### src/rtl/qnr_div_scheduler.sv
// Round-robin scheduler sharing one fixed-latency pipelined divider among N_REQ requesters.
// Each issue carries its requester id down a tag pipe so quotients route back in issue order.
module qnr_div_scheduler #(
  parameter int unsigned N_REQ   = 4,
  parameter int unsigned DIVD_W  = 24,
  parameter int unsigned DIVS_W  = 12,
  parameter int unsigned LATENCY = 12
) (
  input  logic                         clk,
  input  logic                         rst,
  input  logic [N_REQ-1:0]             req_valid,
  output logic [N_REQ-1:0]             req_ready,
  input  logic [N_REQ*DIVD_W-1:0]      req_dividend,
  input  logic [N_REQ*DIVS_W-1:0]      req_divisor,
  output logic                         div_in_valid,
  output logic [DIVD_W-1:0]            div_z,
  output logic [DIVS_W-1:0]            div_d,
  input  logic [DIVD_W-1:0]            div_q,
  input  logic                         div_ovf,
  output logic [N_REQ-1:0]             rsp_valid,
  output logic [DIVD_W-1:0]            rsp_q,
  output logic                         rsp_ovf,
  input  logic                         flush_req,
  output logic                         flush_done,
  output logic                         busy,
  output logic [$clog2(LATENCY+3)-1:0] inflight
);

  localparam int unsigned ID_W  = (N_REQ > 1) ? $clog2(N_REQ) : 1;
  localparam int unsigned CNT_W = $clog2(LATENCY + 3);

  typedef enum logic [1:0] {
    S_RUN   = 2'd0,
    S_DRAIN = 2'd1,
    S_DONE  = 2'd2
  } state_e;

  state_e          state_q, state_d;
  logic [ID_W-1:0] rr_ptr;
  logic [ID_W-1:0] grant_id;
  logic [ID_W-1:0] iss_id;
  logic            grant_found;
  logic            run_c;
  logic            hs_c;
  int unsigned     idx;
  logic            tag_v  [LATENCY];
  logic [ID_W-1:0] tag_id [LATENCY];

  // First valid requester at or after rr_ptr, wrapping modulo N_REQ
  always_comb begin
    grant_found = 1'b0;
    grant_id    = '0;
    idx         = 0;
    for (int unsigned k = 0; k < N_REQ; k++) begin
      idx = (32'(rr_ptr) + k) % N_REQ;
      if (!grant_found && req_valid[ID_W'(idx)]) begin
        grant_found = 1'b1;
        grant_id    = ID_W'(idx);
      end
    end
  end

  always_ff @(posedge clk) begin
    if (rst) state_q <= S_RUN;
    else     state_q <= state_d;
  end

  // Grants only while running; a drain waits for every issued op to respond
  always_comb begin
    state_d   = state_q;
    run_c     = 1'b0;
    req_ready = '0;
    unique case (state_q)
      S_RUN: begin
        run_c = 1'b1;
        if (flush_req) state_d = S_DRAIN;
      end
      S_DRAIN: if (inflight == '0) state_d = S_DONE;
      S_DONE:  state_d = S_RUN;
      default: state_d = S_RUN;
    endcase
    hs_c = run_c & grant_found;
    if (hs_c) req_ready = N_REQ'(1) << grant_id;
  end

  assign flush_done = (state_q == S_DONE);
  assign busy       = (inflight != '0);

  always_ff @(posedge clk) begin
    if (rst) begin
      rr_ptr       <= '0;
      div_in_valid <= 1'b0;
      div_z        <= '0;
      div_d        <= '0;
      iss_id       <= '0;
      rsp_valid    <= '0;
      rsp_q        <= '0;
      rsp_ovf      <= 1'b0;
      inflight     <= '0;
      for (int unsigned k = 0; k < LATENCY; k++) begin
        tag_v[k]  <= 1'b0;
        tag_id[k] <= '0;
      end
    end else begin
      div_in_valid <= hs_c;
      if (hs_c) begin
        rr_ptr <= (grant_id == ID_W'(N_REQ - 1)) ? '0 : grant_id + ID_W'(1);
        div_z  <= req_dividend[32'(grant_id) * DIVD_W +: DIVD_W];
        div_d  <= req_divisor[32'(grant_id) * DIVS_W +: DIVS_W];
        iss_id <= grant_id;
      end

      // Tag pipe lines up with the divider so the last stage marks div_q as ours
      tag_v[0]  <= div_in_valid;
      tag_id[0] <= iss_id;
      for (int unsigned k = 1; k < LATENCY; k++) begin
        tag_v[k]  <= tag_v[k-1];
        tag_id[k] <= tag_id[k-1];
      end

      rsp_valid <= tag_v[LATENCY-1] ? (N_REQ'(1) << tag_id[LATENCY-1]) : '0;
      rsp_ovf   <= tag_v[LATENCY-1] & div_ovf;
      if (tag_v[LATENCY-1]) rsp_q <= div_q;

      case ({hs_c, (rsp_valid != '0)})
        2'b10:   inflight <= inflight + CNT_W'(1);
        2'b01:   inflight <= inflight - CNT_W'(1);
        default: inflight <= inflight;
      endcase
    end
  end

endmodule

### config.mk
export PLATFORM = sky130hd
export DESIGN_NAME = qnr_div_scheduler
export DESIGN_NICKNAME = d
export VERILOG_FILES = /design/src/rtl/qnr_div_scheduler.sv
export SDC_FILE = /design/constraint.sdc
export NUM_CORES = 1
export LEC_CHECK = 0
export BUFFER_PORTS_ARGS = -buffer_cell sky130_fd_sc_hd__buf_2
export CORE_MARGIN = 2
export CORE_UTILIZATION = 35
export CTS_BUF_LIST = sky130_fd_sc_hd__clkbuf_16
export CTS_CLUSTER_DIAMETER = 80
export CTS_CLUSTER_SIZE = 30
export DETAILED_ROUTE_END_ITERATION = 12
export PLACE_DENSITY = 0.69
export SLEW_MARGIN = 20
export SYNTH_ARGS = -nofsm -noshare
export SYNTH_HDL_FRONTEND = slang
export SYNTH_SLANG_ARGS = --single-unit
### constraint.sdc
create_clock -name clk -period 2.8 [get_ports clk]
set_input_delay 0.28 -clock clk [delete_from_list [all_inputs] [get_ports clk]]
set_output_delay 0.28 -clock clk [all_outputs]
set_load 0.02 [all_outputs]
After elaboration in Yosys (flattened, before gate mapping)
Memories as Yosys holds them, arrays and structs flattened.
Index checks and enable logic that the tools add are counted.
- register bits: 76
- bits in writable memories: 36
- memories: 2
- add/subtract/negate cells: 6
- multiply operators: 2
- $lt $le $gt $ge: 4
- equal/unequal tests: 7
- shift-type cells: 4
- multiplexer cells: 50
- bitwise gates (word level): 27
- reduce and logical (&&, ||, !) cells: 13
- memory list (memory ; words ; width ; read ports ; clocked after memory_dff ; write ports ; line ; text):
    tag_id ; 12 ; 2 ; 12 ; 0 ; 12 ; 47 ; logic [ID_W-1:0] tag_id [LATENCY];
    tag_v ; 12 ; 1 ; 12 ; 0 ; 12 ; 46 ; logic tag_v [LATENCY];
- operator list (kind ; number):
    variable part select 96 x 8 -> 24 bit ; 1
    variable part select 48 x 7 -> 12 bit ; 1
    two-way mux 2 bit ; 19
    two-way mux 1 bit ; 24
    bitwise OR 1 bit ; 24
    less-than comparator 2 x 3 -> 1 bit (second input constant) ; 4
    binary-select mux 1 bit (select 2 bit) ; 4
    multiplier 2 x 2 -> 4 bit (second input constant) ; 2
    one-hot mux 4 bit (2 select lines) ; 1
    nonzero test 4 bit ; 2
    << shifter 1 x 2 -> 4 bit (first input constant) ; 2
    equality test 2 bit (second input constant) ; 3
    adder 2 x 1 -> 2 bit (second input constant) ; 2
    adder 2 bit (second input constant) ; 2
    adder 4 x 1 -> 4 bit (second input constant) ; 1
    equality test 2 x 1 -> 1 bit (second input constant) ; 2
    logical NOT 4 bit ; 1
    two-way mux 4 bit ; 1
    inequality test 2 bit (second input constant) ; 2
    one-hot mux 2 bit (2 select lines) ; 1
    subtractor 4 x 1 -> 4 bit (second input constant) ; 1
    logical AND 1 bit ; 3
    logical NOT 1 bit ; 3
    bitwise AND 1 bit ; 2
    5 further kinds ; 5

Logic depth before layout (Yosys ltp)
Gate-level depths: netlist of run 1.
- depth after elaboration: 15
- depth in mapped cells: 10
- depth with buffers taken out: 10

Least setup slack after synthesis of run 1
No wires, ideal clock.
- path kind: register -> register
- from: reg rsp_valid[1]
- to: reg inflight[2]
- arrival time: 2125 ps
- path slack: 604 ps
- stages on the path, launching flop included: 9
- path buffers: 0
- clock period less this slack: 2196 ps
- cell sequence: dfxtp_1 or4_1 ha_1 xor2_1 ha_1 a21oi_1 xor2_1 or3_1 a21oi_1
- cells in the longest elaborated chain, start to end: 3
- elaborated cells on any way between the ends: 5
- those cells by class: eq/ne (2); mux (1); reduce/logical (2)
- ends and longest elaborated chain (element ; line ; text):
    start, declared ; 20 ; output logic [N_REQ-1:0] rsp_valid,
    start signal, assigned ; 121 ; rsp_valid <= tag_v[LATENCY-1] ? (N_REQ'(1) << tag_id[LATENCY-1]) : '0;
    nonzero test 4 bit (*) ; 125 ; case ({hs_c, (rsp_valid != '0)})
    equality test 2 x 1 -> 1 bit / equality test 2 bit (equally long branches) ; 125 ;
    one-hot mux 4 bit (2 select lines) / nonzero test 2 bit (equally long branches) ; -- ;
    end signal, assigned ; 126 ; 2'b10: inflight <= inflight + CNT_W'(1);
    end signal, assigned ; 127 ; 2'b01: inflight <= inflight - CNT_W'(1);
    end signal, assigned ; 128 ; default: inflight <= inflight;
    end, declared ; 26 ; output logic [$clog2(LATENCY+3)-1:0] inflight
Every way passes the cells marked *; elsewhere a longest branch is shown, timed or not.
A chain may end at the register's enable or synchronous reset.

Final worst setup path of run 1
- from: reg rr_ptr[1]
- to: out req_ready[3]
- cells in the longest elaborated chain, start to end: 14
- elaborated cells on any way between the ends: 28
- those cells by class: add/sub (3); shift (1); mux (17); bitwise (1); reduce/logical (6)
- ends and longest elaborated chain (element ; line ; text):
    start, declared ; 39 ; logic [ID_W-1:0] rr_ptr;
    start signal, assigned ; 107 ; rr_ptr <= (grant_id == ID_W'(N_REQ - 1)) ? '0 : grant_id + ID_W'(1);
    parallel branches: the longest is 13 deep, another holds adder 2 x 1 -> 2 bit ; -- ;
    two-way mux 4 bit (*) ; 83 ; if (hs_c) req_ready = N_REQ'(1) << grant_id;
    end, declared ; 12 ; output logic [N_REQ-1:0] req_ready,
Mark *: on every way between the ends. The select of a mux whose other input is x is not followed.

==> results of run 1 <==
-- where the power goes --
part           leakage (nW)  switching [mW]  internal [mW]
Clock                 0.145           0.631          0.632
Sequential            0.912           0.113           1.77
Combinational          2.15           0.821          0.544
-- worst paths after layout --
| path | start | endpoint | slack (ns) | cells after the start |
|---|---|---|---|---|
| max | rr_ptr[1]$_SDFFE_PP0P_ | req_ready[3] | 0.37 | 7 |
| min | div_ovf | rsp_ovf$_SDFF_PP0_ | 0.13 | 2 |
| max reg2reg | state_q[0]$_SDFFE_PP0P_ | inflight[2]$_SDFFE_PP0P_ | 0.52 | 9 |
| min reg2reg | tag_id[0][12]$_SDFF_PP0_ | tag_id[0][14]$_SDFF_PP0_ | 0.44 | 1 |
-- final cells by class --
cell class	instances	share of cell area [%]
diodes	1	0.03767
clock buffers	9	3.390
clock inverters	7	1.036
inverters	5	0.3202
multi-input cells	360	38.26
flip-flops and latches	112	33.75
well taps	180	3.390
repair buffers	259	19.82
-- logic make-up after synthesis --
| kind of cell | count (synthesis) | share of synthesized area, % |
|---|---|---|
| compound gates | 109 | 15.93 |
| xor+xnor | 4 | 0.6991 |
| flops | 112 | 44.73 |
| simple gates | 171 | 18.27 |
| buf+inv | 42 | 4.843 |
| fa+ha+maj | 7 | 1.747 |
| mux | 69 | 13.78 |
-- synth_stat cells, types with 2 or more instances --
library cell  number
a21boi_0          29
a21oi_1            6
and2_1             5
and3_1            30
buf_1              2
buf_2              8
buf_6              9
clkbuf_1          16
dfxtp_1          112
ha_1               7
inv_1              3
mux2i_1           69
nand2_1           45
nor2_1            33
nor2b_1           41
nor3b_1            2
o211ai_1          19
o211ai_2          10
o21ai_0           11
o21ai_1           21
o221ai_1           7
xor2_1             3
-- state kept, by name, indices dropped and copies added, names as in the netlist --
name / flops
rsp_valid: 4
rsp_q: 24
rr_ptr: 2
tag_id: 24
div_in_valid: 1
inflight: 4
iss_id: 2
state_q: 2
rsp_ovf: 1
tag_v: 12
div_z: 24
div_d: 12
-- metal layers --
metal	share of wire (%)	up-vias
met5	0	-
met4	0.88	0
met3	8.7	10
met2	49	168
met1	41	1997
li1	-	2268
-- placed cells by master (no fill, tap or decap), types with 2 or more instances in the layout --
| master | instances |
|---|---|
| inv_1 | 3 |
| ha_1 | 7 |
| dfxtp_1 | 112 |
| xor2_1 | 3 |
| buf_2 | 251 |
| o221ai_1 | 7 |
| nor2b_1 | 41 |
| o211ai_1 | 19 |
| buf_4 | 8 |
| and2_1 | 5 |
| nor2_1 | 33 |
| o21ai_1 | 21 |
| nor3b_1 | 2 |
| a21boi_0 | 29 |
| and3_1 | 30 |
| nand2_1 | 45 |
| inv_8 | 2 |
| o211ai_2 | 10 |
| inv_6 | 3 |
| o21ai_0 | 11 |
| nor3_4 | 2 |
| clkbuf_16 | 9 |
| mux2i_1 | 69 |
| a21oi_1 | 6 |
-- stage by stage --
stage | hold slack [ns] | utilization [%] | cells
after floorplan | 0.3646 | - | 514
after CTS | 0.1173 | 47.65 | 932
final | 0.1333 | 47.67 | 933
after detailed placement | 0.4258 | 45.54 | 916
after global routing | 0.1158 | 47.67 | 933
after global placement | 0.4167 | 45.54 | 916
==> summary.txt, run 1 <==
Floorplan
  – Die X: 123.7 µm
  – Die height: 123.7 µm
  – CORE AREA: 13930 µm²
  – Die area: 15290 µm²
  – Std-Cell Rows: 43
  – Initial Utilization: 35.97%
  – Num ports: 252

Critical path
  – CP arrival: 2.15 ns
  – CP Class: flip-flop to output pin
  – CP max stage delay: 0.44 ns
  – Critical-path top delay cell: dfxtp_1
  – Top delay family on crit path: flip-flops
  – Startpoint Class: flip-flop
  – Crit. End Element: output pin
  – Worst EP required: 2.52 ns
  – WP buf/inv: 2
  – Max FO, Critical Path: 18
  – Cell Chain, Critical Path: nand2_1 -> a221o_2 -> nand2_2 -> inv_2 -> ha_1 -> and2_1 -> buf_2

STA
  – Slew Viols, Final: 0
  – FMAX: 410.7 MHz
  – Worst-Margin Slew: 0.6874 ns
  – Final Critical Period: 2.435 ns
  – Final setup vio count: 0
  – Relative max-transition margin: 54.17%
  – Period utilisation layout: 86.96%
  – Hold Violations, Final: 0
  – RSZ-0062 raised after global routing: false
  – Final worst slack: 0.3652 ns
  – Worst Skew: 0.006847 ns
  – Setup tns final: 0 ns

GRT
  – Number of global-route vias before repair: 4050
  – First-pass GRT wire length: 20220 µm
  – Initial antenna violation count: 1
  – Met3 usage: 5.907%
  – Met1 GRT Util: 20.78%
  – GR Util All Layers: 17.15%
  – Grt total ovfl: 0
  – Largest net degree at the start of global routing: 59
  – Met2 Usage GRT: 28.81%
  – GRT busiest layer: met2

Clock network
  – Number of setup buffers added after CTS: 0
  – CTS tree: done
  – CTS sink count: 112
  – Worst-Skew Late Latency: 0.35 ns
  – TritonCTS Buffers: 9
  – Htree depth: 3
  – Cts hold-fix bufs: 0
  – Clock-pin slew on the worst setup and hold paths: 0.08 ns
  – CTS root buf: clkbuf_16
  – CTS max path bufs: 2
  – CTS resizes: 0

Placement
  – HPWL after detailed placement: 9786 µm
  – Routability congestion estimate: 0.7792
  – Placed Area: 6346 µm²
  – Dpl ws: 0.4124 ns
  – Number of port buffers: 251

Layout
  – Fillers: 1382
  – Post-route cell area: 6643 µm²
  – Area occupied by multi-input gates: 2541 µm²
  – P&R area growth vs syn: 32.53%
  – Storage element area: 2242 µm²
  – Share of cells above drive strength 1: 39.36%
  – Final net count: 930

Routing
  – Wire length per cell: 14.20 µm
  – Residual DRC: 0
  – Pre-Repair DR Iteration Count: 4
  – Post-route ant nets: 0
  – Starting DRT DRC Count: 213
  – Routed vias/inst: 4.762
  – Detailed-route via count: 4443
  – WL final: 13240 µm

Flow run
  – Max_cap viols: 0

Yosys
  – Mapped Nets: 697
  – Mean Syn Cell Area: 9.752 µm²
  – Cell taking the most area after synthesis: dfxtp_1
  – Sequential area share after synthesis: 44.73%
  – FF+latch count, synth: 112
  – Synth Instances: 514
  – Number of synthesized flops with an enable pin: 0
  – Synthesized area: 5012 µm²
  – Syn. warnings: 0
  – Top-area cell type share of the netlist area: 44.73%
  – Synth area leaders: dfxtp_1 45%, mux2i_1 14%, nor2b_1 5.1%
  – Synth cell types: 48
  – Ys async rst share: 0%
  – Synth Flop Type: dfxtp_1

Min path
  – Hold/Removal Path Class: input port to flip-flop

Power
  – Lkg Pwr: 3.203 nW
  – PwrDens: 678.9 nW/µm²
  – Worst vdd ir: 0.5352 mV
  – Power, Total: 4.510 mW

Run status
  – Status: finished, final reports clean
Power figures use the tool's default switching activity.
==> inputs of run 2 (changes only) <==
Settings changed: RECOVER_POWER from default to 100.
==> run 2 against run 1 <==
Compared with the run above:
- the run now ends with capacitance limit, slew limit left
- fmax is 3.5% lower
- setup slack got worse by 0.089 ns
- utilization shrank 1.0 points
- design area decreased by 2.1%
- critical path depth stayed put
- critical path type unchanged
==> summary.txt, run 2 (same netlist as run 1, synthesis figures left out) <==
Power
  – Lkg Pwr: 2.868 nW (-10%)
  – Clk network pwr share: 28.4% (+0.4 points)
  – Switching share of power: 35.04% (+0.34 points)
  – Worst vdd ir: 0.5342 mV (-0.19%)
  – PwrDens: 684.3 nW/µm² (+0.79%)
  – Sequential share of power: 42.4% (+0.7 points)
  – Internal power: 2.890 mW (-1.9%)
  – Switch Pwr: 1.559 mW (-0.39%)
  – Gate power share: 29.2% (-1.1 points)

Clock network
  – Clock-pin slew on the worst setup and hold paths: 0.08 ns (about the same)
  – CTS root buf: clkbuf_16
  – Number of setup buffers added after CTS: 0 (unchanged)
  – Htree depth: 3 (unchanged)
  – Cts hold-fix bufs: 0 (unchanged)
  – CTS resizes: 0 (unchanged)
  – CTS tree: done
  – CTS max path bufs: 2 (unchanged)
  – Worst-Skew Late Latency: 0.35 ns (about the same)
  – TritonCTS Buffers: 9 (unchanged)
  – CTS sink count: 112 (unchanged)

STA
  – Setup tns final: 0 ns (unchanged)
  – Worst Skew: 0.007539 ns (+0.0006914 ns)
  – Period utilisation layout: 90.14% (+3.2 points)
  – FMAX: 396.2 MHz (-3.5%)
  – RSZ-0062 raised after global routing: false
  – Final Critical Period: 2.524 ns (+0.08917 ns)
  – Slew Viols, Final: 36 (+36)
  – Hold Violations, Final: 0 (unchanged)
  – Relative max-transition margin: -4.850% (-59 points)
  – Final setup vio count: 0 (unchanged)
  – WHS: 0.1331 ns (-0.0002500 ns)
  – Worst-Margin Slew: 1.573 ns (+0.8854 ns)

Layout
  – Share of cells above drive strength 1: 28.19% (-11 points)
  – Area occupied by multi-input gates: 2500 µm² (-1.6%)
  – Most common cell after layout, fill and taps aside: buf_2
  – P&R area growth vs syn: 29.71%
  – Regs by FF count: div_z: 24 flops, rsp_q: 24 flops, tag_id: 24 flops
  – Final net count: 930 (unchanged)
  – Most frequent cells in the layout: 176 x buf_2, 112 x dfxtp_1, 76 x clkbuf_1
  – Fillers: 1422 (+2.9%)
  – Storage element area: 2242 µm² (unchanged)

Floorplan
  – Initial Utilization: 35.97% (unchanged)
  – Std-Cell Rows: 43 (unchanged)
  – CORE AREA: 13930 µm² (unchanged)
  – Die area: 15290 µm² (unchanged)
  – Die X: 123.7 µm (unchanged)
  – Num ports: 252 (unchanged)
  – Die height: 123.7 µm (unchanged)

Routing
  – Routed vias/inst: 4.781 (+0.41%)
  – Pre-Repair DR Iteration Count: 4 (unchanged)
  – Starting DRT DRC Count: 254 (+19%)
  – WL final: 13360 µm (+0.86%)
  – Residual DRC: 0 (unchanged)
  – Detailed-route via count: 4461 (+0.41%)
  – Wire length per cell: 14.32 µm (+0.86%)
  – Post-route ant nets: 0 (unchanged)

Placement
  – Number of port buffers: 251 (unchanged)
  – HPWL after detailed placement: 9786 µm (unchanged)
  – Routability congestion estimate: 0.7792 (unchanged)

Run status
  – Failing checks: capacitance limit, slew limit
  – Status: finished, violations left

Critical path
  – Crit. End Element: output pin
  – Cell Chain, Critical Path: nand2_1 -> a221o_2 -> nand2_1 -> inv_2 -> ha_1 -> and2_1 -> buf_2
  – Worst EP required: 2.52 ns (about the same)
  – Max FO, Critical Path: 18 (unchanged)
  – Worst path most repeated cell: nand2_1
  – CP Class: flip-flop to output pin
  – CP arrival: 2.24 ns (+0.09 ns)
  – Startpoint Class: flip-flop
  – CP max stage delay: 0.45 ns (about the same)
  – Top delay family on crit path: flip-flops
  – WP buf/inv: 2 (unchanged)
  – Critical-path top delay cell: dfxtp_1

GRT
  – First-pass GRT wire length: 20220 µm (unchanged)
  – Initial antenna violation count: 1 (unchanged)
  – Grt total ovfl: 0 (unchanged)
  – Number of global-route vias before repair: 4050 (unchanged)
  – GR Util All Layers: 17.15% (unchanged)
  – Largest net degree at the start of global routing: 59 (unchanged)

Min path
  – Hold/Removal Path Class: input port to flip-flop

Flow run
  – Max_cap viols: 1 (+1)
run 2: cell count changes in the layout (fill, tap and decap cells not counted), moves of 4 or more:
cell / previous run / this run
clkbuf_1: 0 / 76
buf_2: 251 / 176
o211ai_1: 19 / 24
o211ai_2: 10 / 5
o21ai_0: 11 / 15
o21ai_1: 21 / 17
run 2: area by class of cell:
class / instances / share of cell area [%]
Antenna cell: 1 / 0.03849
Tap cell: 180 / 3.464
Timing Repair Buffer: 259 / 18.71
Clock buffer: 9 / 3.464
Inverter: 5 / 0.3272
Multi-Input combinational cell: 360 / 38.45
Sequential cell: 112 / 34.49
Clock inverter: 7 / 1.059
run 2: final timing paths:
check | to | depth (start not counted) | start | slack, ns
max | req_ready[3] | 7 | rr_ptr[1]$_SDFFE_PP0P_ | 0.28
min | rsp_ovf$_SDFF_PP0_ | 2 | div_ovf | 0.13
max reg2reg | div_d[5]$_SDFFE_PP0P_ | 7 | rr_ptr[1]$_SDFFE_PP0P_ | 0.42
min reg2reg | tag_id[0][14]$_SDFF_PP0_ | 1 | tag_id[0][12]$_SDFF_PP0_ | 0.43
run 2: per-stage QoR:
step	worst slack [ns]	instance area [µm²]	cells	power [mW]	util [%]
after floorplan	0.6043	5012	514	2.854	-
after global routing	0.1298	6501	933	4.716	46.66
after CTS	0.3151	6640	932	4.574	47.65
final	0.2760	6501	933	4.449	46.66
after detailed placement	0.4124	6346	916	3.299	45.54
after global placement	0.4690	6346	916	3.293	45.54
run 2: power groups by stage:
stage,Clock (mW),Sequential [mW],Combinational [mW]
3_5_place_dp,0,1.91,1.38
4_1_cts,1.30,1.88,1.39
5_1_grt,1.37,1.91,1.43
3_3_place_gp,0,1.92,1.38
6_report,1.26,1.89,1.30
2_1_floorplan,0,2.09,0.767
run 2: layer usage:
metal	part of all wire [%]	track usage (%)	routed length (µm)	vias to the layer above
met3	8.8	5.907	1176	8
met1	42	20.78	5598	2010
met4	0.73	4.901	97	0
met5	0	0	0	-
met2	49	28.81	6485	175
li1	-	-	-	2268
run 2: worst register-to-register path, delay by kind of cell, from the launching register on:
kind                   cells  cell delay, ns
muxes                      1            0.11
DFF                        1            0.45
buffers and inverters      2            0.72
AOI/OAI and AO/OA          3            0.88
and+or+nand+nor            1            0.08
